File: src/rtl/ddr_arb_pkg.sv
// ddr_arb_pkg: shared types and defaults for the DDR read/write arbiter.
// Holds the FSM state encoding, the grant encoding and parameter defaults.
package ddr_arb_pkg;

    localparam int AXI_WIDTH_DEF = 64;
    localparam int ADDR_W_DEF    = 30;
    localparam int LEN_W_DEF     = 8;

    typedef enum logic [2:0] {
        ST_IDLE,
        ST_WR_CMD,
        ST_WR_WAIT,
        ST_RD_CMD,
        ST_RD_WAIT
    } arb_state_t;

    typedef enum logic {
        GNT_WR = 1'b0,
        GNT_RD = 1'b1
    } grant_t;

endpackage

File: src/rtl/burst_addr_gen.sv
// burst_addr_gen: burst start-address pointer for one arbiter path.
// Ports: clk/rst; beg_addr/end_addr region bounds; len burst length (N+1);
//   grant samples the start, advance steps by one burst (wrapping at end),
//   load_beg re-arms the pointer to the region start; addr current start;
//   wrap pulses on the advance cycle that returns the pointer to beg_addr.
module burst_addr_gen
    import ddr_arb_pkg::*;
#(
    parameter int ADDR_W     = ADDR_W_DEF,
    parameter int LEN_W      = LEN_W_DEF,
    parameter int BEAT_BYTES = AXI_WIDTH_DEF / 8
) (
    input  logic              clk,
    input  logic              rst,
    input  logic [ADDR_W-1:0] beg_addr,
    input  logic [ADDR_W-1:0] end_addr,
    input  logic [LEN_W-1:0]  len,
    input  logic              grant,
    input  logic              advance,
    input  logic              load_beg,
    output logic [ADDR_W-1:0] addr,
    output logic              wrap
);

    localparam int AW1 = ADDR_W + 1;

    logic [ADDR_W-1:0] ptr_q;
    logic              fresh_q;
    logic [ADDR_W:0]   burst_bytes;
    logic [ADDR_W:0]   next_addr;
    logic [ADDR_W:0]   next_last;
    logic              overflow;

    // One extra bit keeps the end-of-next-burst sum from overflowing.
    assign burst_bytes = (AW1'(len) + AW1'(1)) * AW1'(BEAT_BYTES);
    assign next_addr   = {1'b0, ptr_q} + burst_bytes;
    assign next_last   = next_addr + burst_bytes - AW1'(1);
    assign overflow    = next_last > {1'b0, end_addr};

    assign wrap = advance & overflow;

    // While fresh, the pointer tracks beg_addr live; the grant freezes it.
    assign addr = fresh_q ? beg_addr : ptr_q;

    always_ff @(posedge clk or posedge rst) begin
        if (rst) begin
            ptr_q   <= '0;
            fresh_q <= 1'b1;
        end else if (load_beg) begin
            fresh_q <= 1'b1;
        end else if (advance) begin
            fresh_q <= 1'b0;
            ptr_q   <= overflow ? beg_addr : next_addr[ADDR_W-1:0];
        end else if (grant && fresh_q) begin
            fresh_q <= 1'b0;
            ptr_q   <= beg_addr;
        end
    end

endmodule

File: src/rtl/ddr_rw_arbiter.sv
// ddr_rw_arbiter: round-robin arbiter issuing write/read burst commands to MIG.
// Ports: clk/rst; region bounds and burst lengths per path; wr_req/rd_req,
//   rd_mem_enable; cmd valid/ready/addr/len and done per path; wrap pulses; busy.
module ddr_rw_arbiter
    import ddr_arb_pkg::*;
#(
    parameter int AXI_WIDTH = AXI_WIDTH_DEF,
    parameter int ADDR_W    = ADDR_W_DEF,
    parameter int LEN_W     = LEN_W_DEF
) (
    input  logic              clk,
    input  logic              rst,
    input  logic [ADDR_W-1:0] wr_beg_addr,
    input  logic [ADDR_W-1:0] wr_end_addr,
    input  logic [ADDR_W-1:0] rd_beg_addr,
    input  logic [ADDR_W-1:0] rd_end_addr,
    input  logic [LEN_W-1:0]  wr_burst_len,
    input  logic [LEN_W-1:0]  rd_burst_len,
    input  logic              wr_req,
    input  logic              rd_req,
    input  logic              rd_mem_enable,
    output logic              wr_cmd_valid,
    input  logic              wr_cmd_ready,
    output logic [ADDR_W-1:0] wr_cmd_addr,
    output logic [LEN_W-1:0]  wr_cmd_len,
    input  logic              wr_done,
    output logic              rd_cmd_valid,
    input  logic              rd_cmd_ready,
    output logic [ADDR_W-1:0] rd_cmd_addr,
    output logic [LEN_W-1:0]  rd_cmd_len,
    input  logic              rd_done,
    output logic              wr_wrap,
    output logic              rd_wrap,
    output logic              busy
);

    localparam int BEAT_BYTES = AXI_WIDTH / 8;

    arb_state_t       state_q;
    arb_state_t       state_d;
    grant_t           last_q;
    logic             wr_elig;
    logic             rd_elig;
    logic             grant_wr;
    logic             grant_rd;
    logic [LEN_W-1:0] wr_len_q;
    logic [LEN_W-1:0] rd_len_q;
    logic             wr_adv;
    logic             rd_adv;
    logic             rd_active;
    logic             rd_load;

    assign wr_elig = wr_req;
    assign rd_elig = rd_req & rd_mem_enable;

    always_comb begin
        state_d  = state_q;
        grant_wr = 1'b0;
        grant_rd = 1'b0;
        unique case (state_q)
            ST_IDLE: begin
                if (wr_elig && (!rd_elig || last_q == GNT_RD)) begin
                    grant_wr = 1'b1;
                    state_d  = ST_WR_CMD;
                end else if (rd_elig) begin
                    grant_rd = 1'b1;
                    state_d  = ST_RD_CMD;
                end
            end
            ST_WR_CMD: begin
                if (wr_cmd_ready) state_d = ST_WR_WAIT;
            end
            ST_WR_WAIT: begin
                if (wr_done) state_d = ST_IDLE;
            end
            ST_RD_CMD: begin
                if (rd_cmd_ready) state_d = ST_RD_WAIT;
            end
            ST_RD_WAIT: begin
                if (rd_done) state_d = ST_IDLE;
            end
            default: state_d = ST_IDLE;
        endcase
    end

    always_ff @(posedge clk or posedge rst) begin
        if (rst) begin
            state_q  <= ST_IDLE;
            last_q   <= GNT_RD;
            wr_len_q <= '0;
            rd_len_q <= '0;
        end else begin
            state_q <= state_d;
            if (grant_wr) begin
                last_q   <= GNT_WR;
                wr_len_q <= wr_burst_len;
            end
            if (grant_rd) begin
                last_q   <= GNT_RD;
                rd_len_q <= rd_burst_len;
            end
        end
    end

    assign wr_cmd_valid = state_q == ST_WR_CMD;
    assign rd_cmd_valid = state_q == ST_RD_CMD;
    assign busy         = state_q != ST_IDLE;
    assign wr_cmd_len   = wr_len_q;
    assign rd_cmd_len   = rd_len_q;

    assign wr_adv    = wr_done & (state_q == ST_WR_WAIT);
    assign rd_active = (state_q == ST_RD_CMD) | (state_q == ST_RD_WAIT);
    assign rd_adv    = rd_done & (state_q == ST_RD_WAIT) & rd_mem_enable;

    // A disabled read path parks at its start, but never mid-burst:
    // an in-flight read finishes first and only then reloads.
    assign rd_load = ~rd_mem_enable
                   & (~rd_active | (rd_done & (state_q == ST_RD_WAIT)));

    burst_addr_gen #(
        .ADDR_W     (ADDR_W),
        .LEN_W      (LEN_W),
        .BEAT_BYTES (BEAT_BYTES)
    ) u_wr_gen (
        .clk      (clk),
        .rst      (rst),
        .beg_addr (wr_beg_addr),
        .end_addr (wr_end_addr),
        .len      (wr_len_q),
        .grant    (grant_wr),
        .advance  (wr_adv),
        .load_beg (1'b0),
        .addr     (wr_cmd_addr),
        .wrap     (wr_wrap)
    );

    burst_addr_gen #(
        .ADDR_W     (ADDR_W),
        .LEN_W      (LEN_W),
        .BEAT_BYTES (BEAT_BYTES)
    ) u_rd_gen (
        .clk      (clk),
        .rst      (rst),
        .beg_addr (rd_beg_addr),
        .end_addr (rd_end_addr),
        .len      (rd_len_q),
        .grant    (grant_rd),
        .advance  (rd_adv),
        .load_beg (rd_load),
        .addr     (rd_cmd_addr),
        .wrap     (rd_wrap)
    );

endmodule

File: config.mk
export PLATFORM = sky130hd
export DESIGN_NAME = ddr_rw_arbiter
export DESIGN_NICKNAME = d
export VERILOG_FILES = /design/src/rtl/ddr_arb_pkg.sv /design/src/rtl/burst_addr_gen.sv /design/src/rtl/ddr_rw_arbiter.sv
export SDC_FILE = /design/constraint.sdc
export NUM_CORES = 1
export LEC_CHECK = 0
export CAP_MARGIN = 20
export CORE_MARGIN = 1.5
export CORE_UTILIZATION = 47
export CTS_CLUSTER_DIAMETER = 120
export DETAILED_ROUTE_END_ITERATION = 8
export GPL_TIMING_DRIVEN = 0
export PLACE_DENSITY = 0.75
export RECOVER_POWER = 25
export SETUP_SLACK_MARGIN = 0.02
export SLEW_MARGIN = 5
export SYNTH_ARGS = -nofsm -noshare
export SYNTH_HDL_FRONTEND = slang
export SYNTH_SLANG_ARGS = --single-unit
File: constraint.sdc
create_clock -name clk -period 11.47 [get_ports clk]
set_input_delay 1.147 -clock clk [delete_from_list [all_inputs] [get_ports clk]]
set_output_delay 1.147 -clock clk [all_outputs]
set_load 0.1 [all_outputs]
==> key figures <==
Run status
  • Status: finished, violations left
  • Failing checks: capacitance limit, slew limit

Clock tree
  • Hold buffers post-CTS: 0
  • # resized after CTS: 0
  • Setup bufs post-CTS: 0
  • CTS tree: built
  • H-tree levels: 3
  • Worst-path clk slew: 0.06 ns
  • CTS Sinks: 82
  • CTS root buf: clkbuf_16
  • Num CTS Buffers: 9
  • Clk Latency, worst-skew pair: 0.35 ns
  • Clock tree buffer depth: 2

Worst hold path
  • Tightest Hold Check Type: reg -> reg

Finish
  • Commonest non-fill, non-tap cell in the layout: clkdlybuf4s50_1
  • Commonest non-fill, non-tap cells in the layout: 223 x clkdlybuf4s50_1, 185 x inv_1, 155 x ha_1
  • Nets: 1,895
  • Fill cell count: 2,062
  • FF/Latch Area: between 0.002 and 0.0025 mm²
  • Layout cells sized above 1: 7.461%
  • Multi-input combinational cell area: 0.008005 mm²
  • P&R area growth vs syn: 27.31%

Drt
  • Post-DRT Antenna Nets: 0
  • Routed WL: 32,140 µm
  • # DRC: 0
  • DR WL/cell: 16.84 µm
  • Vias: ~11,000
  • 1st-pass router iterations: 5
  • Via density: 5.547
  • Iter 0 DRT Violations: 674

Timing
  • Final hold vios: 0
  • Slew HR: -109.4%
  • FMAX: 0.09725 GHz
  • Final Max Tran Viols: 55
  • Setup violators final: 0
  • Layout Skew: 0.009911 ns
  • RSZ-0062 raised after global routing: no
  • Post-Route Setup TNS: 0 ns
  • Least-Margin Pin Slew: roughly 3.1 ns
  • Final period util: 89.65%
  • Min cycle time layout: 10.28 ns

Worst setup path
  • Slowest CP cell: clkdlybuf4s50_1
  • Worst EP arrival: just over 9 ns
  • Most frequent CP cell: ha_1
  • R2R Setup Slk: 2.88 ns
  • Crit path kind: reg -> out
  • Critical path required time: 10.32 ns
  • Max FO, Critical Path: 6
  • Worst Setup End Kind: output port
  • CP max stage delay: 0.99 ns
  • Crit start category: flop

Placed design
  • Port Buffers: 225
  • DP HPWL: 26,230 µm
  • Final Wtd Congestion: 0.9045

Synth
  • EDFF count, synth: 0
  • Yosys warnings: 0
  • Sequential-to-total area share from yosys stat: 18.76%
  • Async SR Flop Fraction: 100.0%
  • Mapped Nets: 1,658
  • Avg Cell Area, Syn: around 8.1 µm²
  • Cells after synthesis: 1,354
  • Flop and latch count out of synthesis: 82
  • Yosys cell types: 84
  • Synth Flop Type: dfrtp_1
  • Cell area after synthesis: 0.01096 mm²

Floorplan
  • Initial Util: 48.10%
  • Die Span Y: 155.7 µm
  • IO Pins: between 200 and 250
  • Number of core rows: 55
  • Die Width: 155.7 µm
  • Core ar.: 0.02278 mm²
  • Die ar.: around 0.024 mm²

Flow run
  • Max cap viols: 1

Global route
  • Vias in the first global route: 10,340
  • Largest net degree at the start of global routing: 55
  • Total grt overflow: 0
  • Overall Global Routing Usage: 26.65%
  • First-pass GRT wire length: 52,000 µm
  • Antenna violations before repair: 1
flip-flops by register name, indices dropped and copies added (netlist names):
signal            count
u_wr_gen.fresh_q      1
u_rd_gen.fresh_q      1
last_q                1
state_q               3
u_wr_gen.ptr_q       30
wr_cmd_len            8
u_rd_gen.ptr_q       30
rd_cmd_len            8
final cells by class:
type	instances	share of cell area, %
antenna	1	0.01794
buffer	41	1.408
clock buffer	9	1.615
clock inverter	6	0.8253
inverter	186	5.015
multi-input combinational	1045	57.40
sequential	82	14.74
tap	313	2.808
timing repair buffer	226	16.17
metal layers:
layer	global-route usage (%)	up-vias	part of all wire [%]
met5	0	-	0
met4	9.252	0	2.9
met3	3.194	54	4.7
met2	47.36	310	48
met1	33.25	4958	44
li1	-	5268	-
logic make-up (layout without fill, tap and decap cells):
kind of cell    after synthesis  after routing  share of synthesized area [%]
compound gates              338            338                          22.36
xor+xnor                    110            110                          9.205
fa+ha+maj                   161            161                          18.66
buf+inv                     227            468                          8.166
flops                        82             82                          18.76
mux                          57             57                          5.904
other cells                   0              1                              0
simple gates                379            379                          16.94
cells in the mapped netlist, types with 13 or more instances:
cell | number | area share, %
mux2_2 | 52 | 5.3
a221o_1 | 45 | 4.1
a21o_1 | 46 | 3.2
nand2b_1 | 19 | 1.1
ha_1 | 155 | 18
and2_1 | 22 | 1.3
nor2_1 | 91 | 3.1
nor3_1 | 17 | 0.78
xnor2_1 | 66 | 5.3
inv_1 | 186 | 6.4
nand4_1 | 27 | 1.5
clkbuf_1 | 25 | 0.86
o21a_1 | 22 | 1.5
o21ai_0 | 49 | 2.2
nand3_1 | 35 | 1.6
xor2_1 | 41 | 3.3
a21oi_1 | 74 | 3.4
nor2b_1 | 13 | 0.74
o211ai_1 | 13 | 0.89
dfrtp_1 | 79 | 18
nand2_1 | 104 | 3.6
critical path, delay by kind of cell, from the launching register on:
| kind | cells | cell delay (ns) |
|---|---|---|
| fa+ha+maj | 5 | 1.51 |
| buf+inv | 1 | 0.99 |
| compound gates | 13 | 3.07 |
| flops | 1 | 0.46 |
| simple gates | 9 | 2.23 |
| xor+xnor | 2 | 0.54 |
final timing paths:
| path | depth (start not counted) | to | start |
|---|---|---|---|
| setup / recovery | 30 | wr_wrap | wr_cmd_len[0] |
| hold / removal | 1 | last_q | last_q |
| setup reg to reg | 33 | u_wr_gen.ptr_q[20] | wr_cmd_len[0] |
| hold reg to reg | 1 | last_q | last_q |
| max in group asynchronous | 3 | rd_cmd_len[0] | rst |
| min in group asynchronous | 2 | u_rd_gen.ptr_q[28] | rst |
metrics by stage:
step / hold slack, ns / cells / setup WS (ns) / instance area, µm² / utilization, %
after floorplan: 0.4916 / 1354 / 2.732 / 10960 / -
after global placement: 0.4963 / 1892 / 1.656 / 13600 / 59.70
after detailed placement: 0.5109 / 1893 / 1.645 / 13630 / 59.84
after CTS: 0.5197 / 1908 / 1.224 / 13970 / 61.33
after global routing: 0.5258 / 1909 / 0.7700 / 13950 / 61.23
final: 0.5185 / 1909 / 1.187 / 13950 / 61.23
Power is left out: the tool's default activity adds up to more than one toggle a clock period on the data nets, which glitch-free logic cannot reach.
